[src/rtl/pipe_pkg.sv]
// Shared encodings for the pipeline hazard controller: PC-mux selects,
// operand-forward selects and the controller state.
package pipe_pkg;

    localparam int unsigned REG_W = 5;

    localparam logic [1:0] PCSEL_ADD  = 2'b00;
    localparam logic [1:0] PCSEL_ID   = 2'b01;
    localparam logic [1:0] PCSEL_HOLD = 2'b10;

    localparam logic [1:0] FWD_RF  = 2'b00;
    localparam logic [1:0] FWD_EXE = 2'b01;
    localparam logic [1:0] FWD_MEM = 2'b10;
    localparam logic [1:0] FWD_WB  = 2'b11;

    typedef enum logic {
        ST_RUN      = 1'b0,
        ST_MDU_WAIT = 1'b1
    } hz_state_e;

endpackage

[src/rtl/pipe_fwd_sel.sv]
// Per-operand forwarding priority comparator; the youngest producing stage wins.
module pipe_fwd_sel
    import pipe_pkg::*;
(
    input  logic [4:0] addr,
    input  logic       use_op,
    input  logic       exe_wen,
    input  logic [4:0] exe_waddr,
    input  logic       exe_is_load,
    input  logic       mem_wen,
    input  logic [4:0] mem_waddr,
    input  logic       wb_wen,
    input  logic [4:0] wb_waddr,
    output logic [1:0] sel
);

    // A load in EXE has no result yet; load-use stalling covers that case.
    always_comb begin
        sel = FWD_RF;
        if (use_op && (addr != 5'd0)) begin
            if (exe_wen && (exe_waddr == addr) && !exe_is_load) begin
                sel = FWD_EXE;
            end else if (mem_wen && (mem_waddr == addr)) begin
                sel = FWD_MEM;
            end else if (wb_wen && (wb_waddr == addr)) begin
                sel = FWD_WB;
            end
        end
    end

endmodule

[src/rtl/pipe_hazard_ctrl.sv]
// Stall, redirect and forwarding control for the 5-stage pipeline, including
// sequencing of multi-cycle MDU operations occupying EXE.
module pipe_hazard_ctrl
    import pipe_pkg::*;
#(
    parameter int unsigned MDU_LAT = 32,
    parameter int unsigned CNT_W   = 6
) (
    input  logic       clk,
    input  logic       rst_n,
    input  logic [4:0] id_rs,
    input  logic [4:0] id_rt,
    input  logic       id_use_rs,
    input  logic       id_use_rt,
    input  logic       id_redirect,
    input  logic       id_mdu_op,
    input  logic       exe_wen,
    input  logic [4:0] exe_waddr,
    input  logic       exe_is_load,
    input  logic       mem_wen,
    input  logic [4:0] mem_waddr,
    input  logic       wb_wen,
    input  logic [4:0] wb_waddr,
    output logic [1:0] if_pc_sel,
    output logic       ifid_hold,
    output logic       idexe_bubble,
    output logic [1:0] fwd_rs_sel,
    output logic [1:0] fwd_rt_sel,
    output logic       mdu_busy
);

    hz_state_e        state;
    hz_state_e        state_nxt;
    logic [CNT_W-1:0] cnt;
    logic [CNT_W-1:0] cnt_nxt;
    logic             load_use;
    logic [1:0]       rs_sel;
    logic [1:0]       rt_sel;

    pipe_fwd_sel u_fwd_rs (
        .addr        (id_rs),
        .use_op      (id_use_rs),
        .exe_wen     (exe_wen),
        .exe_waddr   (exe_waddr),
        .exe_is_load (exe_is_load),
        .mem_wen     (mem_wen),
        .mem_waddr   (mem_waddr),
        .wb_wen      (wb_wen),
        .wb_waddr    (wb_waddr),
        .sel         (rs_sel)
    );

    pipe_fwd_sel u_fwd_rt (
        .addr        (id_rt),
        .use_op      (id_use_rt),
        .exe_wen     (exe_wen),
        .exe_waddr   (exe_waddr),
        .exe_is_load (exe_is_load),
        .mem_wen     (mem_wen),
        .mem_waddr   (mem_waddr),
        .wb_wen      (wb_wen),
        .wb_waddr    (wb_waddr),
        .sel         (rt_sel)
    );

    assign load_use = exe_is_load && exe_wen && (exe_waddr != 5'd0) &&
                      ((id_use_rs && (id_rs == exe_waddr)) ||
                       (id_use_rt && (id_rt == exe_waddr)));

    always_ff @(posedge clk or negedge rst_n) begin
        if (!rst_n) begin
            state <= ST_RUN;
            cnt   <= '0;
        end else begin
            state <= state_nxt;
            cnt   <= cnt_nxt;
        end
    end

    // Next state: an MDU op issues in RUN only when not held by a load-use stall.
    always_comb begin
        state_nxt = state;
        cnt_nxt   = cnt;
        case (state)
            ST_RUN: begin
                if (!load_use && id_mdu_op) begin
                    state_nxt = ST_MDU_WAIT;
                    cnt_nxt   = CNT_W'(MDU_LAT - 1);
                end
            end
            ST_MDU_WAIT: begin
                cnt_nxt = cnt - CNT_W'(1);
                if (cnt == CNT_W'(1)) begin
                    state_nxt = ST_RUN;
                end
            end
            default: begin
                state_nxt = ST_RUN;
                cnt_nxt   = '0;
            end
        endcase
    end

    // Zero-latency controls: the PC mux consumes these in the same cycle.
    always_comb begin
        if_pc_sel    = PCSEL_ADD;
        ifid_hold    = 1'b0;
        idexe_bubble = 1'b0;
        mdu_busy     = 1'b0;
        fwd_rs_sel   = rs_sel;
        fwd_rt_sel   = rt_sel;
        if (!rst_n) begin
            if_pc_sel    = PCSEL_HOLD;
            ifid_hold    = 1'b1;
            idexe_bubble = 1'b1;
            fwd_rs_sel   = FWD_RF;
            fwd_rt_sel   = FWD_RF;
        end else if (state == ST_MDU_WAIT) begin
            if_pc_sel    = PCSEL_HOLD;
            ifid_hold    = 1'b1;
            idexe_bubble = 1'b1;
            mdu_busy     = 1'b1;
        end else if (load_use) begin
            if_pc_sel    = PCSEL_HOLD;
            ifid_hold    = 1'b1;
            idexe_bubble = 1'b1;
        end else if (id_redirect) begin
            if_pc_sel    = PCSEL_ID;
        end
    end

endmodule

[config.mk]
export PLATFORM = sky130hd
export DESIGN_NAME = pipe_hazard_ctrl
export DESIGN_NICKNAME = d
export VERILOG_FILES = /design/src/rtl/pipe_pkg.sv /design/src/rtl/pipe_fwd_sel.sv /design/src/rtl/pipe_hazard_ctrl.sv
export SDC_FILE = /design/constraint.sdc
export NUM_CORES = 1
export LEC_CHECK = 0
export CAP_MARGIN = 5
export CORE_MARGIN = 5
export CORE_UTILIZATION = 29
export CTS_BUF_LIST = sky130_fd_sc_hd__clkbuf_8
export CTS_CLUSTER_SIZE = 12
export DETAILED_ROUTE_END_ITERATION = 7
export SYNTH_ARGS = -nofsm -noshare
export SYNTH_HDL_FRONTEND = slang
export SYNTH_HIERARCHICAL = 1
export SYNTH_SLANG_ARGS = --single-unit
[constraint.sdc]
create_clock -name clk -period 1.4 [get_ports clk]
set_input_delay 0.14 -clock clk [delete_from_list [all_inputs] [get_ports clk]]
set_output_delay 0.14 -clock clk [all_outputs]
set_load 0.01 [all_outputs]
Word level (Yosys, flattened, before mapping)
Index checks and enable logic that the tools add are counted.
- bits in registers: 7
- bits of input ports: 35
- output and inout bits: 9
- word-level logic and storage cells: 60
- add/subtract/negate cells: 1
- equality and inequality tests: 10
- multiplexer cells: 24
- bitwise gates (word level): 1
- reductions and logical operators: 22
- operators by type and width (cell ; count):
    equality test 5 bit ; 8
    2-to-1 mux 2 bit ; 13
    logical AND 1 bit ; 16
    nonzero test 5 bit ; 3
    one-hot mux 6 bit (2 select lines) ; 1
    2-to-1 mux 1 bit ; 8
    equality test 6 x 1 -> 1 bit (second input constant) ; 1
    2-to-1 mux 6 bit ; 1
    subtractor 6 x 1 -> 6 bit (second input constant) ; 1
    zero test 1 bit ; 2
    != test 2 bit (second input constant) ; 1
    one-hot mux 1 bit (2 select lines) ; 1
    logical OR 1 bit ; 1
    NOT 1 bit ; 1

Logic depth before layout (Yosys ltp)
Gate-level depths: netlist of run 1.
- depth in word-level cells: 8
- mapped depth: 6
- gate-level depth less buffers: 6

Modules after synthesis
The synthesis of run 1 kept the hierarchy.
- modules (own cells, without submodules) (module ; instances ; cells an instance ; area an instance (µm²) ; sequential area each (µm²)):
    pipe_hazard_ctrl ; 1 ; 69 ; 613.1 ; 175.2
    pipe_fwd_sel ; 2 ; 27 ; 229.0 ; 0.0

Worst setup path before layout of run 1
Ideal clock, no wire load.
- kind: flip-flop to flip-flop
- start point: register cnt[0]
- end point: register cnt[4]
- setup time: 0.120 ns
- data arrival time: 1.144 ns
- required time: 1.280 ns
- path slack: 0.137 ns
- cell stages (with the launch flop): 6
- buffers on the path: 0
- period minus slack after synthesis: 1.263 ns
- cell sequence: dfrtp_1 -> inv_1 -> ha_1 -> nor3b_1 -> xor2_1 -> a31o_1
- cells in the longest elaborated chain, start to end: 2
- RTL lines (item ; line ; text):
    from (decl) ; pipe_hazard_ctrl.sv:34 ; logic [CNT_W-1:0] cnt;
    from (signal assigned) ; pipe_hazard_ctrl.sv:76 ; cnt <= cnt_nxt;
    subtractor 6 x 1 -> 6 bit ; pipe_hazard_ctrl.sv:92 ; cnt_nxt = cnt - CNT_W'(1);
    one-hot mux 6 bit (2 select lines) ; pipe_hazard_ctrl.sv:84 ; case (state)
Every way passes these cells.
A chain may end at the register's enable or synchronous reset.

Worst setup path after layout of run 1
- start point: input port id_rt[3]
- end point: output port fwd_rt_sel[1]
- cells in the longest elaborated chain, start to end: 7
- elaborated cells on any way between the ends: 14
- classes of those cells: eq/ne (3); mux (5); reduce/logical (6)
- RTL lines (item ; line ; text):
    from (decl) ; pipe_hazard_ctrl.sv:12 ; input logic [4:0] id_rt,
    equality test 5 bit ; pipe_fwd_sel.sv:25 ; end else if (wb_wen && (wb_waddr == addr)) begin
    logical AND 1 bit ; pipe_fwd_sel.sv:25 ;
    2-to-1 mux 2 bit ; pipe_fwd_sel.sv:25 ;
    2-to-1 mux 2 bit ; pipe_fwd_sel.sv:23 ; end else if (mem_wen && (mem_waddr == addr)) begin
    2-to-1 mux 2 bit ; pipe_fwd_sel.sv:21 ; if (exe_wen && (exe_waddr == addr) && !exe_is_load) begin
    2-to-1 mux 2 bit * ; pipe_fwd_sel.sv:20 ; if (use_op && (addr != 5'd0)) begin
    named net rt_sel[1] ; pipe_hazard_ctrl.sv:38 ; logic [1:0] rt_sel;
    2-to-1 mux 2 bit * ; pipe_hazard_ctrl.sv:112 ; if (!rst_n) begin
    to (decl) ; pipe_hazard_ctrl.sv:28 ; output logic [1:0] fwd_rt_sel,
The timed path passes the listed nets; every way through them passes the cells marked *.

==> metrics.md, run 1 <==
| Metric | Value |
|---|---|
| Status | finished with violations |
| Failing checks | setup timing |
| Die Wd | 70.77 µm |
| Clock Skews | 0.001127 ns |
| Die ar. | 5008 µm² |
| Largest net degree at the start of global routing | 9 |
| Clock Latency Late Sink | 0.22 ns |
| Cells after Synth | 123 |
| Die height | 70.77 µm |
| Max-cap violations | 0 |
| Max_slew headroom | 78.00% |
| Initial Util | 29.70% |
| Share of layout cells above drive strength 1 | 50.24% |
| Crit path DAT | 1.42 ns |
| Vias | 1186 |
| DRT iter0 DRCs | 43 |
| Crit end category | output port |
| # nets final | 243 |
| Worst R2R Path Depth | 5 |
| Io pins | 44 |
| Final setup margin | -0.1611 ns |
| Distinct cell type count after synthesis | 33 |
| Yosys reg bits | 7 |
| Final ANT Viol Nets | 0 |
| Flop-to-flop setup slack | 0.13 ns |
| Placed Cells | 239 |
| Post-route DRC violation count | 0 |
| Initial antenna violation count | 0 |
| Fin. max-slew vios | 0 |
| Vias in the first global route | 1301 |
| Hold crit path type | in -> async |
| Site Rows | 22 |
| Fin cells | 253 |
| First-pass GRT wire length | 5651 µm |
| P per Cell Area | 508.9 nW/µm² |
| Area contributors post-synth | xnor2_1 (18%), dfrtp_1 (16%), xor2_1 (16%) |
| Detailed placement HPWL | 2710 µm |
| Worst EP required | 1.26 ns |
| Final worst-path cycle share | 111.5% |
| TritonCTS clock tree | done |
| Post-layout util | 56.66% |
| Final RePlAce weighted congestion | 0.7913 |
| CORE AREA | 3606 µm² |
| Final hold vios | 0 |
| Bufs on Longest Clock Path | 2 |
| Worst slew pin tran | 0.3275 ns |
| # hold bufs at CTS | 0 |
| Clk sinks | 7 |
| Total gr overflow | 0 |
| Unrepaired setup endpoints after global routing | yes |
| Drt first pass iters | 4 |
| Sequential share of the synthesized area | 16.36% |
| Share of the synthesized area in the top cell type | 17.99% |
| WL per Instance | 14.35 µm |
| # diodes | 0 |
| FF-to-FF End | cnt[2] |
| Mapped Area | 1071 µm² |
| Worst-path fanout max | 4 |
| Synth top cells by count | xnor2_1 (22), xor2_1 (20), nor2_1 (9) |
| Max rail drop VDD | 0.0002011 V |
| Leakage | 0.9248 nW |
| RR Startpoint | cnt[0] |
| Post-Syn Area per Cell | 8.708 µm² |
| WS Path Type | in -> out |
| Crit path launch type | input port |
| Area delta synth->final | 90.77% |
| EDFF count, synth | 0 |
| H-tree levels | 1 |
| Synth Net Count | 160 |
| Routed wire length | 3631 µm |
| Setup TNS after final layout | -0.7036 ns |
| Warnings, synthesis | 6 |
| Buffers on Ports | 43 |
| FFs w/ async S/R, synth | 100.0% |
| Most frequent cell after synthesis | xnor2_1 |
| Post-synth top area cell | xnor2_1 |
| Top_reg_cell synth | dfrtp_1 |
| Vias per std cell | 4.688 |
| Max Freq | 640.6 MHz |
| CTS root buf | clkbuf_8 |
| Total GRT Usage | 13.78% |
| Clock transition at path regs | 0.04 ns |
| Final setup violation count | 7 |
| Num CTS Buffers | 3 |
| Final Critical Period | 1.561 ns |
metrics by stage:
step	worst slack, ns	total power [mW]	cell area [µm²]	hold slack, ns
after detailed placement	-1.041	0.6837	1752	0.5643
after global routing	-0.2517	1.100	2043	0.3782
final	-0.1611	1.040	2043	0.3466
after CTS	-0.1536	0.9955	1902	0.3574
after global placement	-1.027	0.6758	1752	0.5481
after floorplan	0.1368	0.4327	1071	-0.1556
registers in the layout, indices dropped and copies added (netlist names):
name	count
state	1
cnt	6
layout make-up:
type,count,area [µm²]
repair buffers,81,737.0
clock inverters,1,3.754
clock buffers,3,41.29
flip-flops and latches,7,175.2
inverters,4,15.01
fillers,324,1563
multi-input cells,109,1011
well taps,48,60.06
logic make-up after synthesis:
logic type	synth area share [%]
flip-flops	16.36
XOR/XNOR	34.35
AO/OA/AOI/OAI	13.08
buffers and inverters	3.270
adder cells (fa/ha/maj)	2.336
AND/OR/NAND/NOR	30.61
routing by layer:
| metal | track usage, % | routed length (µm) |
|---|---|---|
| met1 | 15.52 | 1536 |
| met2 | 27.19 | 1978 |
| met3 | 1.989 | 100 |
| met4 | 2.505 | 14 |
| met5 | 0 | 0 |
timing repair:
item,CTS,global route
buffers inserted,7,3
resized for setup,173,26
pin swaps,32,23
endpoints found under the setup margin,16,9
worst max-delay path, cell delays in order:
cell and delay [ns]:
buf_2 0.15, xor2_1 0.17, nor4_1 0.27, and3_1 0.26
a31oi_1 0.07, nor3_2 0.10, and2_1 0.14, buf_2 0.12
report_power, final:
part | switching [mW] | total (mW) | internal, mW
logic | 0.230 | 0.534 | 0.305
registers | 0.0134 | 0.233 | 0.219
clock network | 0.0839 | 0.273 | 0.189
how the worst max path moves through the flow:
| stage | end | slack [ns] | depth (start not counted) | startpoint |
|---|---|---|---|---|
| CTS | fwd_rt_sel[1] | -0.15 | 9 | id_rt[0] |
| floorplan | cnt[4] | 0.14 | 5 | cnt[0] |
| global placement | fwd_rs_sel[1] | -1.03 | 8 | id_rs[4] |
| finish | fwd_rt_sel[1] | -0.16 | 8 | id_rt[3] |
| detailed placement | fwd_rs_sel[0] | -1.04 | 8 | id_rs[4] |
| global route | fwd_rs_sel[0] | -0.25 | 9 | id_rs[4] |
layout by cell type, fill, tap and decap left out, types with 4 or more instances in the layout:
master | netlist | routed
inv_1 | 4 | 5
xnor2_2 | 0 | 9
nor2_1 | 9 | 9
buf_2 | 1 | 12
buf_4 | 2 | 30
nand2_1 | 6 | 5
buf_6 | 0 | 19
a21oi_1 | 6 | 5
dlygate4sd2_1 | 0 | 7
dfrtp_1 | 7 | 7
and2_1 | 5 | 5
xnor2_1 | 22 | 11
and3_1 | 4 | 4
xor2_1 | 20 | 18
clkdlybuf4s50_1 | 0 | 5
No activity file was read; power rests on OpenSTA's default activity.
==> run 2: changes to the inputs <==
Settings changed: CAP_MARGIN 5 to 25.
==> results of run 2 <==
Final layout, timing and power as in run 1 (identical DEF).
